--- src/rtl/led_bar_pkg.sv ---
// Shared definitions for the LED bar animator: FSM state encoding and the
// MSB-first bar fill helper.
package led_bar_pkg;

  // Widest bar the fill helper can describe.
  localparam int BAR_MAX = 32;

  typedef enum logic [1:0] {
    ST_IDLE = 2'd0,
    ST_RISE = 2'd1,
    ST_FALL = 2'd2
  } state_t;

  // Top 'count' bits of a 'width'-bit bar set, the rest clear.
  function automatic logic [BAR_MAX-1:0] bar_pattern(input int count, input int width);
    logic [BAR_MAX-1:0] pat;
    pat = '0;
    for (int i = 0; i < BAR_MAX; i++) begin
      if ((i < width) && (i >= width - count)) begin
        pat[i] = 1'b1;
      end
    end
    return pat;
  endfunction

endpackage

--- src/rtl/led_bar_tick.sv ---
// Enabled divider: emits a one-cycle tick every DIV enabled cycles.
// A synchronous clear returns the count to zero.
module led_bar_tick
  import led_bar_pkg::*;
#(
  parameter int DIV = 1
) (
  input  logic clk,
  input  logic clear,
  input  logic en,
  output logic tick
);

  localparam int CNT_W = (DIV > 1) ? $clog2(DIV) : 1;
  localparam logic [CNT_W-1:0] LAST = CNT_W'(DIV - 1);

  logic [CNT_W-1:0] cnt;

  assign tick = en && (cnt == LAST);

  // Count enabled cycles, wrapping to zero on the tick.
  always_ff @(posedge clk) begin
    if (clear) begin
      cnt <= '0;
    end else if (en) begin
      cnt <= tick ? '0 : cnt + CNT_W'(1);
    end
  end

endmodule

--- src/rtl/led_bar_animator.sv ---
// N-LED bar graph driver. The displayed count walks one LED per animation
// step toward the saturated level input; the bar fills MSB-first.
// Optional feature macro: LED_BAR_BLINK_FULL_EN -- blink a full, idle bar
// with a BLINK_DIV-cycle half-period. Without it a full bar is steady.
module led_bar_animator
  import led_bar_pkg::*;
#(
  parameter int LED_COUNT = 4,
  parameter int LEVEL_W   = 3,
  parameter int STEP_DIV  = 10_000_000,
  parameter int BLINK_DIV = 25_000_000
) (
  input  logic                 i_clk,
  input  logic                 i_reset,
  input  logic [LEVEL_W-1:0]   i_level,
  output logic [LED_COUNT-1:0] o_led,
  output logic [LEVEL_W-1:0]   o_count,
  output logic                 o_busy
);

  localparam logic [LEVEL_W-1:0] FULL = LEVEL_W'(LED_COUNT);

  if ((LED_COUNT < 1) || (LED_COUNT > BAR_MAX) || (LED_COUNT >= (1 << LEVEL_W)) ||
      (STEP_DIV < 1) || (BLINK_DIV < 1)) begin : g_param_check
    $error("led_bar_animator: illegal parameter combination");
  end

  state_t               state;
  state_t               state_next;
  logic [LEVEL_W-1:0]   r_target;
  logic [LEVEL_W-1:0]   r_count;
  logic [LEVEL_W-1:0]   count_next;
  logic [LED_COUNT-1:0] led;
  logic [LED_COUNT-1:0] led_next;
  logic                 busy;
  logic                 step_en;
  logic                 step_clear;
  logic                 step_tick;

  // Capture the requested level every cycle, saturated to the bar length.
  always_ff @(posedge i_clk) begin
    if (i_reset) begin
      r_target <= '0;
    end else begin
      r_target <= (i_level > FULL) ? FULL : i_level;
    end
  end

  // Step prescaler runs only while animating and sits at zero in IDLE.
  assign step_en    = (state != ST_IDLE);
  assign step_clear = i_reset || !step_en;

  led_bar_tick #(
    .DIV (STEP_DIV)
  ) u_step_tick (
    .clk   (i_clk),
    .clear (step_clear),
    .en    (step_en),
    .tick  (step_tick)
  );

  // Next state and count. The step direction is decided at the tick from the
  // current target, so a mid-ramp reversal takes effect on the very next step.
  always_comb begin
    state_next = state;
    count_next = r_count;
    case (state)
      ST_IDLE: begin
        if (r_target > r_count) begin
          state_next = ST_RISE;
        end else if (r_target < r_count) begin
          state_next = ST_FALL;
        end
      end
      ST_RISE, ST_FALL: begin
        if (step_tick) begin
          if (r_target > r_count) begin
            count_next = r_count + LEVEL_W'(1);
          end else if (r_target < r_count) begin
            count_next = r_count - LEVEL_W'(1);
          end
          if (r_target > count_next) begin
            state_next = ST_RISE;
          end else if (r_target < count_next) begin
            state_next = ST_FALL;
          end else begin
            state_next = ST_IDLE;
          end
        end
      end
      default: begin
        state_next = ST_IDLE;
      end
    endcase
  end

`ifdef LED_BAR_BLINK_FULL_EN
  logic full_idle;
  logic full_idle_next;
  logic blink_tick;
  logic blink_clear;
  logic phase;
  logic phase_next;

  assign full_idle   = (state == ST_IDLE) && (r_count == FULL);
  assign blink_clear = i_reset || !full_idle;

  led_bar_tick #(
    .DIV (BLINK_DIV)
  ) u_blink_tick (
    .clk   (i_clk),
    .clear (blink_clear),
    .en    (full_idle),
    .tick  (blink_tick)
  );

  // Phase is forced on outside full-idle, so every entry starts lit and
  // leaving full shows the steady pattern on the same cycle.
  always_comb begin
    full_idle_next = (state_next == ST_IDLE) && (count_next == FULL);
    phase_next     = phase;
    if (!full_idle_next) begin
      phase_next = 1'b1;
    end else if (blink_tick) begin
      phase_next = ~phase;
    end
    led_next = LED_COUNT'(bar_pattern(int'(count_next), LED_COUNT));
    if (full_idle_next && !phase_next) begin
      led_next = '0;
    end
  end

  // Blink phase register.
  always_ff @(posedge i_clk) begin
    if (i_reset) begin
      phase <= 1'b1;
    end else begin
      phase <= phase_next;
    end
  end
`else
  assign led_next = LED_COUNT'(bar_pattern(int'(count_next), LED_COUNT));
`endif

  // FSM state, displayed count and registered outputs.
  always_ff @(posedge i_clk) begin
    if (i_reset) begin
      state   <= ST_IDLE;
      r_count <= '0;
      led     <= '0;
      busy    <= 1'b0;
    end else begin
      state   <= state_next;
      r_count <= count_next;
      led     <= led_next;
      busy    <= (state_next != ST_IDLE);
    end
  end

  assign o_led   = led;
  assign o_count = r_count;
  assign o_busy  = busy;

endmodule

--- config.mk ---
export PLATFORM = sky130hd
export DESIGN_NAME = led_bar_animator
export DESIGN_NICKNAME = d
export VERILOG_FILES = /design/src/rtl/led_bar_pkg.sv /design/src/rtl/led_bar_tick.sv /design/src/rtl/led_bar_animator.sv
export SDC_FILE = /design/constraint.sdc
export NUM_CORES = 1
export LEC_CHECK = 0
export CAP_MARGIN = 30
export CORE_MARGIN = 4
export CORE_UTILIZATION = 45
export CTS_BUF_LIST = sky130_fd_sc_hd__clkbuf_4
export CTS_CLUSTER_DIAMETER = 50
export DETAILED_ROUTE_END_ITERATION = 10
export MAX_ROUTING_LAYER = met4
export SLEW_MARGIN = 20
export SYNTH_ARGS = -nofsm -noshare
export SYNTH_HDL_FRONTEND = slang
export SYNTH_SLANG_ARGS = --single-unit
--- constraint.sdc ---
create_clock -name i_clk -period 6.05 [get_ports i_clk]
set_input_delay 0.9075 -clock i_clk [delete_from_list [all_inputs] [get_ports i_clk]]
set_output_delay 0.9075 -clock i_clk [all_outputs]
set_load 0.01 [all_outputs]
==> out/metrics.csv <==
stage,metric,value,unit
clock_network,cts_sinks,36,
cells_and_area,drive_gt1_share,5.78,%
synthesis,ys_ff_latch,36,
routing,route.antenna.remaining_nets,0,
routing,vias,1493,
routing,drcViolationCount,0,
cells_and_area,fin_cells,275,
setup_path,cp-startpoint,o_count[2]$_SDFF_PP0_,
setup_path,path_max_fanout,5,
synthesis,yosysTopAreaCell,dfxtp_1,
setup_path,cp.required,6.28,ns
setup_path,r2r_start,o_count[2]$_SDFF_PP0_,
setup_path,cp-start-kind,flip-flop,
clock_network,cts_hold_buf,0,
cells_and_area,design_area,2080,um^2
placement,place_ws,3.20,ns
cells_and_area,antenna_cells,0,
clock_network,clkLatencyLatePin,0.35,ns
cells_and_area,layout_common_cells,"dfxtp_1 (36), nor2_1 (31), inv_1 (13), nand3_1 (13), xnor2_1 (13)",
synthesis,yosysSeqAreaShare,38.8,%
clock_network,ctsResizeCount,0,
placement,post_dp_cell_area,2020,um^2
floorplanning,die_area,5220,um^2
placement,gp_congestion,0.809,
synthesis,synth_area_leaders,"dfxtp_1 (39%), ha_1 (8.1%), nor2_1 (6.3%), xnor2_1 (6.1%), xor2_1 (4.7%)",
synthesis,synth_fa_ha_area_share,8.08,%
global_routing,grt_pass1_vias,1468,
cells_and_area,areaGrowthSynthToFinish,12.0,%
power_and_ir_drop,max-vdd-ir-drop,0.000107,V
clock_network,cts_setup_buffers,0,
timing,slew_headroom,36.5,%
synthesis,synth_area_per_cell,8.85,um^2
timing,setup_ws,3.15,ns
synthesis,synthMuxAreaShare,1.08,%
timing,fmax,0.344,GHz
cells_and_area,final_nets,241,
timing,final_hold_viol_count,0,
global_routing,grt_pass1_wl,6.38,mm
power_and_ir_drop,cellPowerDensity,209,nW/um^2
outcome,run_status,finished clean,
routing,viasPerCell,5.43,
power_and_ir_drop,p_leak,0.685,nW
job,max_cap_viol_count,0,
placement,portBuffers,12,
synthesis,yosysTopAreaCellShare,38.8,%
setup_path,cp.arrival,3.13,ns
timing,fin_crit_sh,48.0,%
cells_and_area,mostFrequentLayoutCell,dfxtp_1,
placement,dp.cells,267,
routing,wl_per_cell,13.9,um
synthesis,netlist_area,1860,um^2
setup_path,cp_cell_sequence,inv_1 > ha_1 > a21oi_1 > nand2_1 > and3_1 > nor3_1 > ha_1 > a21o_1 > a21oi_1 > a31oi_1 > mux2i_1 > o21ai_0,
global_routing,grt_usage,16.2,%
synthesis,synth_top_family_by_area,simple AND/OR/NAND/NOR gates,
synthesis,async_flop_share,0,%
clock_network,clk_pin_slew_worst_paths,0.10,ns
synthesis,synth_edf_count,0,
timing,setup_viol,0,
synthesis,synth_simple_gate_area_share,27.5,%
timing,worst_hold_slack,0.488,ns
floorplanning,die_w,72.3,um
floorplanning,core.rowCount,23,
global_routing,overflow,0,
clock_network,numCtsBuffers,5,
routing,routed_wl,3.81,mm
synthesis,synthesis.nets,227,
timing,clock_skew,0.0161,ns
timing,fin_tns_setup,0,ns
timing,slew_viol_final,0,
timing,min_period,2.90,ns
floorplanning,num_io_pins,13,
synthesis,ys.flop_type,dfxtp_1,
synthesis,synth-compound-area-share,9.49,%
synthesis,yosys_warnings,0,
timing,worst_pin_slew,0.953,ns
synthesis,synth.distinct_cells,40,
setup_path,slowest_delay,0.44,ns
setup_path,cp-end-kind,flip-flop,
clock_network,cts_buffer_depth,2,
min_path,hold_start,u_step_tick.cnt[0]$_SDFFE_PP0N_,
global_routing,grt_max_degree,25,
synthesis,synth_xor_area_share,10.8,%
clock_network,cts_tree,built,
floorplanning,die_y,72.3,um
routing,firstDrtPassIters,4,
min_path,hp-class,reg2reg,
clock_network,htree_levels,2,
floorplanning,start_util,46.4,%
placement,dp_hpwl,2.80,mm
routing,drtIter0Drc,52,
global_routing,antenna_found_initial,0,
clock_network,root_buffer,clkbuf_4,
setup_path,cp_slowest_cell,dfxtp_1,
synthesis,synthesis.instances,210,
setup_path,crit_type,reg2reg,
floorplanning,core-area,4000,um^2
timing,rsz0062_at_grt,no,
-- per-layer routing --
layer  wire (um)  track usage [%]  part of all wire [%]  up-vias
met5           0                -                     0        -
met4          63             6.89                   1.7        0
met3         144             5.26                   3.8        7
met2        1860             27.0                    49       20
met1        1740             17.6                    46      711
li1            -                -                     -      755
-- worst max-delay path: cells and delay by family (launching register included) --
kind	cells	cell delay (ns)
AND/OR/NAND/NOR	3	0.59
flip-flops	1	0.44
multiplexers	1	0.20
AO/OA/AOI/OAI	5	0.86
buffers and inverters	1	0.07
adder cells (fa/ha/maj)	2	0.63
-- cell type report --
| cell class | instances | area [um^2] |
|---|---|---|
| clock buffer | 6 | 45.0 |
| clock inverter | 2 | 11.3 |
| fill | 382 | 1920 |
| inverter | 13 | 48.8 |
| multi-input combinational | 156 | 1070 |
| sequential | 36 | 721 |
| tap | 50 | 62.6 |
| timing repair buffer | 12 | 120 |
-- where the power goes --
part / internal [mW] / leakage [nW] / total (mW) / switching [mW]
Combinational: 0.0234 / 0.364 / 0.0584 / 0.0350
Sequential: 0.244 / 0.291 / 0.248 / 0.00487
Clock: 0.0487 / 0.0293 / 0.128 / 0.0798
-- flip-flops by register name (all words and copies together) (netlist names) --
| signal | count |
|---|---|
| r_target | 3 |
| state | 2 |
| o_count | 3 |
| u_step_tick.cnt | 24 |
| o_busy | 1 |
| o_led | 3 |
-- kinds of logic (layout without fill, tap and decap cells) --
| logic type | after synthesis | count (layout) |
|---|---|---|
| compound gates | 25 | 25 |
| xor+xnor | 23 | 23 |
| flops | 36 | 36 |
| mux | 2 | 2 |
| buf+inv | 18 | 33 |
| simple gates | 94 | 94 |
| fa+ha+maj | 12 | 12 |
-- synth_stat cells, types with 3 or more instances --
cell type / instances
nor3b_1: 3
o21ai_0: 4
nor3_1: 6
inv_1: 13
nor2_1: 31
xnor2_1: 13
clkbuf_1: 3
nand2_1: 10
xor2_1: 10
nand4_1: 4
nand3_1: 13
nand3b_1: 3
ha_1: 12
dfxtp_1: 36
or3_1: 6
a21oi_1: 10
-- per-stage QoR --
| step | power, mW | utilization (%) |
|---|---|---|
| 2_1_floorplan | 0.292 | - |
| 3_3_place_gp | 0.309 | 50.6 |
| 3_5_place_dp | 0.311 | 50.6 |
| 4_1_cts | 0.440 | 52.0 |
| 5_1_grt | 0.456 | 52.0 |
| 6_report | 0.435 | 52.0 |
-- worst paths after layout --
check	endpoint	slack [ns]	cells after the start
min reg2reg	u_step_tick.cnt[0]$_SDFFE_PP0N_	0.49	1
max reg2reg	state[0]$_SDFF_PP0_	3.15	12
max	state[0]$_SDFF_PP0_	3.15	12
min	u_step_tick.cnt[0]$_SDFFE_PP0N_	0.49	1
Power figures use the tool's default switching activity.
